[src/rtl/fib_pkg.sv]
// Shared types for the Fibonacci datapath and its control sequencer.
package fib_pkg;
  localparam int FIB_W = 8;

  typedef enum logic [1:0] {S_INIT, S_MANUAL, S_AUTO} fib_state_t;

  typedef struct packed {
    logic step;
    logic clear;
    logic wrap;
  } fib_cmd_t;

  // A step that would overflow restarts the sequence instead.
  function automatic fib_cmd_t step_req(input logic ovf);
    fib_cmd_t c;
    c.step  = ~ovf;
    c.clear = ovf;
    c.wrap  = ovf;
    return c;
  endfunction
endpackage

[src/rtl/fib_sequencer_if.sv]
// Board/datapath side signals of the sequencer: raw buttons, overflow flag, commands.
interface fib_sequencer_if;
  logic [1:0] buttons;
  logic       ovf;
  logic       fib_step;
  logic       fib_clear;
  logic       auto_mode;
  logic       wrapped;

  modport master (input buttons, ovf, output fib_step, fib_clear, auto_mode, wrapped);
  modport slave  (output buttons, ovf, input fib_step, fib_clear, auto_mode, wrapped);
endinterface

[src/rtl/fib_sequencer_debounce.sv]
// One button: 2-flop synchroniser, stable-level counter, debounced level and press pulse.
module btn_debounce #(
  parameter int DEBOUNCE_CYCLES = 50000,
  parameter int CNT_W           = 24
) (
  input  logic clk,
  input  logic rst,
  input  logic button,   // raw, active low
  output logic level,    // debounced, 1 = held
  output logic press     // combinational, high in the cycle level is about to rise
);
  logic             s1, s2;
  logic [CNT_W-1:0] cnt;
  logic             done;

  assign done  = (s2 != level) && (cnt == CNT_W'(DEBOUNCE_CYCLES - 1));
  assign press = done && s2;

  always_ff @(posedge clk or posedge rst) begin
    if (rst) begin
      s1    <= 1'b0;
      s2    <= 1'b0;
      level <= 1'b0;
      cnt   <= '0;
    end else begin
      s1 <= ~button;
      s2 <= s1;
      if (s2 == level) cnt <= '0;
      else if (done) begin
        level <= s2;
        cnt   <= '0;
      end else cnt <= cnt + 1'b1;
    end
  end
endmodule

[src/rtl/fib_sequencer.sv]
// Button/auto-run control sequencer for the 8-bit Fibonacci datapath.
module fib_sequencer
  import fib_pkg::*;
#(
  parameter int DEBOUNCE_CYCLES = 50000,
  parameter int AUTO_DIV        = 12000000,
  parameter int CNT_W           = 24
) (
  input  logic            clk,
  input  logic            rst,
  fib_sequencer_if.master bus
);
  if (DEBOUNCE_CYCLES < 1 || AUTO_DIV < 1 ||
      (CNT_W < 31 && ((DEBOUNCE_CYCLES - 1) >= (1 << CNT_W) ||
                      (AUTO_DIV - 1) >= (1 << CNT_W)))) begin : g_bad_cnt_w
    $error("fib_sequencer: CNT_W too small for DEBOUNCE_CYCLES/AUTO_DIV");
  end

  logic [1:0]       level, press;
  logic             both, clr_ev, step_ev;
  fib_state_t       state;
  logic [CNT_W-1:0] acnt;
  fib_cmd_t         cmd;
  logic             auto_q;

  btn_debounce #(.DEBOUNCE_CYCLES(DEBOUNCE_CYCLES), .CNT_W(CNT_W)) u_deb [1:0] (
    .clk    (clk),
    .rst    (rst),
    .button (bus.buttons),
    .level  (level),
    .press  (press)
  );

  // A press while the other button is already held counts as "both".
  assign both    = (press[0] & press[1]) | (press[0] & level[1]) | (press[1] & level[0]);
  assign clr_ev  = press[1] & ~both;
  assign step_ev = press[0] & ~both;

  always_ff @(posedge clk or posedge rst) begin
    if (rst) begin
      state  <= S_INIT;
      acnt   <= '0;
      cmd    <= '0;
      auto_q <= 1'b0;
    end else begin
      cmd <= '0;
      case (state)
        S_INIT: begin
          cmd.clear <= 1'b1;
          state     <= S_MANUAL;
        end
        S_MANUAL: begin
          if (both) begin
            state  <= S_AUTO;
            auto_q <= 1'b1;
            acnt   <= '0;
          end else if (clr_ev)  cmd.clear <= 1'b1;
          else if (step_ev)     cmd       <= step_req(bus.ovf);
        end
        S_AUTO: begin
          if (both) begin
            state  <= S_MANUAL;
            auto_q <= 1'b0;
          end else if (clr_ev) begin
            cmd.clear <= 1'b1;
            acnt      <= '0;
          end else if (acnt == CNT_W'(AUTO_DIV - 1)) begin
            cmd  <= step_req(bus.ovf);
            acnt <= '0;
          end else acnt <= acnt + 1'b1;
        end
        default: begin
          state  <= S_INIT;
          auto_q <= 1'b0;
        end
      endcase
    end
  end

  assign bus.fib_step  = cmd.step;
  assign bus.fib_clear = cmd.clear;
  assign bus.wrapped   = cmd.wrap;
  assign bus.auto_mode = auto_q;
endmodule
[src/flat_wrapper.sv]
// flat-port wrapper written by rule: the top's interface ports become plain ports
module fib_sequencer_flat import fib_pkg::*;
#(
  parameter int DEBOUNCE_CYCLES = 50000,
  parameter int AUTO_DIV        = 12000000,
  parameter int CNT_W           = 24
)
  (clk, rst, bus_buttons, bus_ovf, bus_fib_step, bus_fib_clear, bus_auto_mode, bus_wrapped);
  fib_sequencer_if bus_i ();
  input  logic clk;
  input  logic rst;
  input wire logic [$bits(bus_i.buttons)-1:0] bus_buttons;
  input wire logic [$bits(bus_i.ovf)-1:0] bus_ovf;
  output wire logic [$bits(bus_i.fib_step)-1:0] bus_fib_step;
  output wire logic [$bits(bus_i.fib_clear)-1:0] bus_fib_clear;
  output wire logic [$bits(bus_i.auto_mode)-1:0] bus_auto_mode;
  output wire logic [$bits(bus_i.wrapped)-1:0] bus_wrapped;
  assign bus_i.buttons = bus_buttons;
  assign bus_i.ovf = bus_ovf;
  assign bus_fib_step = bus_i.fib_step;
  assign bus_fib_clear = bus_i.fib_clear;
  assign bus_auto_mode = bus_i.auto_mode;
  assign bus_wrapped = bus_i.wrapped;
  fib_sequencer #(.DEBOUNCE_CYCLES(DEBOUNCE_CYCLES), .AUTO_DIV(AUTO_DIV), .CNT_W(CNT_W)) u_core (.clk(clk), .rst(rst), .bus(bus_i));
endmodule
[config.mk]
export PLATFORM = sky130hd
export DESIGN_NAME = fib_sequencer_flat
export DESIGN_NICKNAME = d
export VERILOG_FILES = /design/src/rtl/fib_pkg.sv /design/src/rtl/fib_sequencer_if.sv /design/src/rtl/fib_sequencer_debounce.sv /design/src/rtl/fib_sequencer.sv /design/src/flat_wrapper.sv
export SDC_FILE = /design/constraint.sdc
export NUM_CORES = 1
export LEC_CHECK = 0
export BUFFER_PORTS_ARGS = -buffer_cell sky130_fd_sc_hd__buf_2
export CAP_MARGIN = 30
export CORE_MARGIN = 2
export CORE_UTILIZATION = 50
export CTS_CLUSTER_DIAMETER = 50
export CTS_CLUSTER_SIZE = 25
export DETAILED_ROUTE_END_ITERATION = 12
export PLACE_DENSITY = 0.66
export REMOVE_ABC_BUFFERS = 1
export SLEW_MARGIN = 20
export SYNTH_ARGS = -nofsm -noshare
export SYNTH_HDL_FRONTEND = slang
export SYNTH_HIERARCHICAL = 1
export SYNTH_SLANG_ARGS = --single-unit
[constraint.sdc]
create_clock -name clk -period 6.66 [get_ports clk]
set_clock_uncertainty 0.2 [all_clocks]
set_input_delay 0.333 -clock clk [delete_from_list [all_inputs] [get_ports clk]]
set_output_delay 0.333 -clock clk [all_outputs]
set_load 0.02 [all_outputs]
==> After elaboration in Yosys (flattened, before gate mapping) <==
Index checks and enable logic that the tools add are counted.
{ "word_totals": {"register_bits": 84, "input_bits": 5, "out_inout_bits": 4, "wordCells": 82} }
{ "op_classes": {"add_sub_neg": 3, "eq_ne": 12, "n_mux": 28, "n_bitwise": 14, "reduce_logical": 11} }
{ "op_table": {"columns": ["cell", "n"], "rows": [
  ["two-way mux 24 bit", 8],
  ["adder 24 x 1 -> 24 bit (second input constant)", 3],
  ["equality test 24 x 16 -> 1 bit (second input constant)", 2],
  ["case mux 24 bit (2 select lines)", 1],
  ["equality test 24 bit (second input constant)", 1],
  ["two-way mux 3 bit", 4],
  ["two-way mux 1 bit", 8],
  ["inverter 1 bit", 7],
  ["case mux 1 bit (3 select lines)", 2],
  ["case mux 2 bit (3 select lines)", 1],
  ["AND reduction 2 bit", 3],
  ["AND reduction 3 bit", 2],
  ["bitwise AND 1 bit", 5],
  ["logical AND 1 bit", 4],
  ["two-way mux 2 bit", 2],
  ["!= test 2 x 1 -> 1 bit (second input constant)", 2],
  ["case mux 1 bit (2 select lines)", 2],
  ["equality test 1 bit", 2],
  ["equality test 2 x 1 -> 1 bit (second input constant)", 1],
  ["equality test 2 bit (second input constant)", 1],
  ["zero test 2 bit", 1],
  ["!= test 1 bit", 2],
  ["!= test 2 bit (second input constant)", 1],
  ["OR 1 bit", 2],
  ["nonzero test 2 bit", 1]
]} }

==> Depth between registers and ports, before layout <==
{ "depth": {"word_depth": 12, "mapped_depth": 12, "depth_no_buf": 10} }

==> By module <==
The synthesis kept the hierarchy.
{ "modules_own_cells": {"columns": ["mod", "n_inst", "cells_each", "area_per_inst_um2", "seq_area_each_um2"], "rows": [
  ["btn_debounce", 2, 136, 1382.6, 675.6],
  ["fib_sequencer", 1, 189, 1765.4, 750.7]
]} }

==> Worst setup path before layout <==
No wires, ideal clock.
{ "synth_timing": {"path_kind": "flip-flop to flip-flop", "start": "register u_core.u_deb[1].cnt[0]", "end": "register u_core.acnt[20]", "setup_time_ns": 0.077, "t_arrival_ns": 3.123, "t_required_ns": 6.383, "path_slack_ns": 3.260, "path_stages_with_launch": 11, "n_path_buf": 0, "period_less_slack_ns": 3.400, "cell_sequence": "dfrtp_1 -> ha_1 -> and3_1 -> nand3_1 -> or4_1 -> nor3b_1 -> nor2_1 -> nor4_4 -> nor2_2 -> or4_1 -> a21oi_1"} }
{ "synth_via": {"elab_chain_len": 11, "word_cells_on_any_way": 15, "classes_between": "3 x eq/ne; 3 x mux; 6 x bitwise; 3 x reduce/logical"} }
{ "synth_rtl": {"columns": ["element", "line_no", "source"], "rows": [
  ["from (decl)", "fib_sequencer_debounce.sv:13", "logic [CNT_W-1:0] cnt;"],
  ["from (signal assigned)", "fib_sequencer_debounce.sv:32", "end else cnt <= cnt + 1'b1;"],
  ["equality test 24 x 16 -> 1 bit *", "fib_sequencer_debounce.sv:16", "assign done = (s2 != level) && (cnt == CNT_W'(DEBOUNCE_CYCLES - 1));"],
  ["logical AND 1 bit *", "fib_sequencer_debounce.sv:16", null],
  ["logical AND 1 bit *", "fib_sequencer_debounce.sv:17", "assign press = done && s2;"],
  ["named net u_core.press[1]", "fib_sequencer.sv:19", "logic [1:0] level, press;"],
  ["bitwise AND 1 bit", "fib_sequencer.sv:35", "assign both = (press[0] & press[1]) | (press[0] & level[1]) | (press[1] & level[0]);"],
  ["OR 1 bit (2 in a row)", "fib_sequencer.sv:35", null],
  ["inverter 1 bit", "fib_sequencer.sv:36", "assign clr_ev = press[1] & ~both;"],
  ["bitwise AND 1 bit", "fib_sequencer.sv:36", null],
  ["two-way mux 24 bit", "fib_sequencer.sv:64", "end else if (clr_ev) begin"],
  ["two-way mux 24 bit", "fib_sequencer.sv:61", "if (both) begin"],
  ["case mux 24 bit (2 select lines)", "fib_sequencer.sv:47", "case (state)"],
  ["to (signal assigned)", "fib_sequencer.sv:70", "end else acnt <= acnt + 1'b1;"],
  ["to (decl)", "fib_sequencer.sv:22", "logic [CNT_W-1:0] acnt;"]
]} }
The timed path passes the listed nets; every way through them passes the cells marked *. The select of a mux whose other input is x is not followed.
A chain may end at the register's enable or synchronous reset.

==> Worst setup path in the final report <==
{ "layout_timing": {"start": "register u_core.u_deb[1].cnt[0]", "end": "register u_core.acnt[0]"} }
Same word-level chain as after synthesis.

==> summary.md <==
| Metric | Value |
|---|---|
| Critical Path RT | 6700 ps |
| Top cell type's share of synthesized area | 46.4% |
| Final setup viols | 0 |
| Drt first pass iters | 4 |
| Initial drt markers | 174 |
| WL final | 9.17 mm |
| Seq/Total Area, Yosys | 46.4% |
| Worst slew margin | 45.9% |
| Mapped Avg Cell Area | 9.83 um2 |
| ANT cells | 0 |
| Gr ovfl total | 0 |
| Routability Congestion | 0.791 |
| Arrival time worst endpoint | 4290 ps |
| CP bufs+invs | 0 |
| RSZ-0062 raised after global routing | false |
| Setup crit end kind | flip-flop |
| Core area | 0.00876 mm2 |
| I/O pins | 9 |
| Max cap viols | 0 |
| Setup TNS | 0 ps |
| Yosys reg bits | 84 |
| Hold slack | 158 ps |
| Startpoint types | flip-flop |
| Worst slew pin tran | 810 ps |
| Final period utilization | 63.7% |
| PD cells | 191 mW/mm2 |
| Hold_buf cts | 4 |
| Num Clock Sinks | 84 |
| Slew Limit Fails | 0 |
| Layout cell share with drive strength beyond 1 | 12.4% |
| Most used cell, CP | nor2_2 |
| Final min period | 4250 ps |
| Global-route wire length before repair | 16.6 mm |
| Syn-to-layout area delta | 9.25% |
| Post-DP HPWL | 6.33 mm |
| Final Hold Fails | 0 |
| Primary FF master, synth | dfrtp_1 |
| Post-DR wirelength/cell | 15.5 um |
| DR vias/cell | 5.97 |
| Filler cells | 804 |
| TritonCTS clock tree | done |
| Vias in the first global route | 3476 |
| Slowest cell delay on critical path | 660 ps |
| Clock Latency Late Sink | 360 ps |
| FP Rows | 34 |
| CTS clock-pin slew for the worst setup and hold paths | 90 ps |
| CTS Buf Count | 9 |
| Largest net degree at the start of global routing | 31 |
| Root Buffer Master | clkbuf_8 |
| Top cells by area, synth | dfrtp_1 46%, nor2_1 4.5%, xor2_1 4.3%, nand3_1 3.2%, xnor2_1 2.7% |
| CP max stage cell | nor2_2 |
| Post-CTS Setup Inserts | 0 |
| Status | finished, final reports clean |
| Gr usage total | 20.4% |
| Clock buffer depth | 2 |
| Residual DRC | 0 |
| Port Buf Inserts | 8 |
| Synth Instances | 461 |
| Cell Area, Synth | 0.00453 mm2 |
| Family with the most delay on the worst path | simple AND/OR/NAND/NOR gates |
| Cell taking the most area after synthesis | dfrtp_1 |
| Initial Util | 51.7% |
| Ys Warns | 6 |
| Post-route antenna net violation count | 0 |
| Initial antenna violation count | 0 |
| Fmax | 236 MHz |
| Number of synthesized flops with an enable pin | 0 |
| Number of distinct library cells after synthesis | 48 |
| Worst hold path type | reg2reg |
| Die span in y | 99.2 um |
| Die width | 99.2 um |
| Async SR Flop Fraction | 100% |
| CTS resizes | 0 |
| CTS HTree Levels | 3 |
| Crit-path cells | ha_1 > and3_1 > nand3_1 > or4_1 > nor3b_1 > a21oi_1 > o211a_1 > nor2_2 > nor2_2 > mux2_2 |
| P_leak | 0.00206 uW |
| Crit path max fanout | 18 |
| Max VDD drop | 117 uV |
| Vias | 3537 |
| Die ar. | 0.00984 mm2 |
| CP Class | reg2reg |
| Nets | 491 |
-- where the power goes --
part	internal (uW)	switching (uW)
registers	514	4.23
clock network	211	188
logic	10.1	18.9
-- layout by cell type, fill, tap and decap left out, types with 12 or more instances in the layout --
| master | Yosys | layout |
|---|---|---|
| nand4_1 | 15 | 15 |
| o31ai_1 | 12 | 12 |
| xor2_1 | 22 | 22 |
| dfrtp_1 | 84 | 84 |
| nor2_1 | 54 | 54 |
| o21ai_0 | 17 | 17 |
| inv_1 | 17 | 17 |
| a21oi_1 | 21 | 21 |
| nand3_1 | 29 | 29 |
| or4_1 | 13 | 13 |
| nand2_1 | 29 | 29 |
| xnor2_1 | 14 | 14 |
-- state kept, by name, summed over array words and instances (netlist names) --
| signal | flops |
|---|---|
| u_core/acnt | 24 |
| u_core/u_deb/s2 | 2 |
| u_core/bus.auto_mode | 1 |
| u_core/state | 2 |
| u_core/u_deb/s1 | 2 |
| u_core/u_deb/level | 2 |
| u_core/bus.fib_clear | 1 |
| u_core/u_deb/cnt | 48 |
| u_core/bus.fib_step | 1 |
| u_core/bus.wrapped | 1 |
-- routing by layer --
| metal | GRT usage [%] | wire length [um] | up-vias | share of wire [%] |
|---|---|---|---|---|
| met4 | 7.59 | 122 | 0 | 1.3 |
| met2 | 30.8 | 4210 | 43 | 46 |
| li1 | - | - | 1730 | - |
| met3 | 3.23 | 238 | 10 | 2.6 |
| met1 | 29.9 | 4600 | 1754 | 50 |
| met5 | 0 | 0 | - | 0 |
-- Yosys cell counts, types with 10 or more instances --
| cell | count |
|---|---|
| nor3_1 | 10 |
| nand2_1 | 29 |
| or4_1 | 13 |
| nand3_1 | 29 |
| nor4_1 | 11 |
| nor2_1 | 54 |
| inv_1 | 17 |
| a21oi_1 | 21 |
| o31ai_1 | 12 |
| dfrtp_1 | 84 |
| nand4_1 | 15 |
| xnor2_1 | 14 |
| o21ai_0 | 17 |
| xor2_1 | 22 |
-- kinds of logic (layout without fill, tap and decap cells) --
logic type | Yosys count | count (layout) | share of synthesized area [%]
AND/OR/NAND/NOR | 216 | 216 | 27.6
AO/OA/AOI/OAI | 86 | 86 | 12.6
flip-flops | 84 | 84 | 46.4
XOR/XNOR | 36 | 36 | 6.96
buffers and inverters | 29 | 52 | 3.67
adder cells (fa/ha/maj) | 7 | 7 | 1.93
multiplexers | 3 | 3 | 0.746
-- metrics by stage --
stage | cells | power, uW | utilization [%] | setup slack [ps] | cell area [um2]
floorplan | 449 | 543 | - | 3160 | 4430
global placement | 568 | 553 | 53.0 | 2710 | 4640
detailed placement | 570 | 556 | 53.4 | 2550 | 4680
CTS | 590 | 957 | 56.4 | 2540 | 4940
global route | 592 | 985 | 56.5 | 2210 | 4950
finish | 592 | 946 | 56.5 | 2410 | 4950
-- final timing paths --
| path | start | endpoint | slack (ps) | cells after the start |
|---|---|---|---|---|
| max in group asynchronous | rst | u_core/u_deb[1]/cnt[17] | 5400 | 4 |
| worst max register to register | u_core/u_deb[1]/cnt[0] | u_core/acnt[0] | 2410 | 10 |
| worst min register to register | u_core/u_deb[0]/s1 | u_core/u_deb[0]/s2 | 160 | 0 |
| worst min-delay path | u_core/u_deb[0]/s1 | u_core/u_deb[0]/s2 | 160 | 0 |
| worst max-delay path | u_core/u_deb[1]/cnt[0] | u_core/acnt[0] | 2410 | 10 |
| min in group asynchronous | rst | u_core/u_deb[0]/cnt[20] | 330 | 3 |
-- layout make-up --
| type | count | area, um2 | area share (%) |
|---|---|---|---|
| clock buffer | 10 | 128 | 2.58 |
| clock inverter | 6 | 88.8 | 1.79 |
| inverter | 17 | 63.8 | 1.29 |
| multi-input combinational | 348 | 2280 | 46.0 |
| sequential | 84 | 2100 | 42.5 |
| tap | 108 | 135 | 2.73 |
| timing repair buffer | 19 | 155 | 3.13 |
Power figures use the tool's default switching activity.
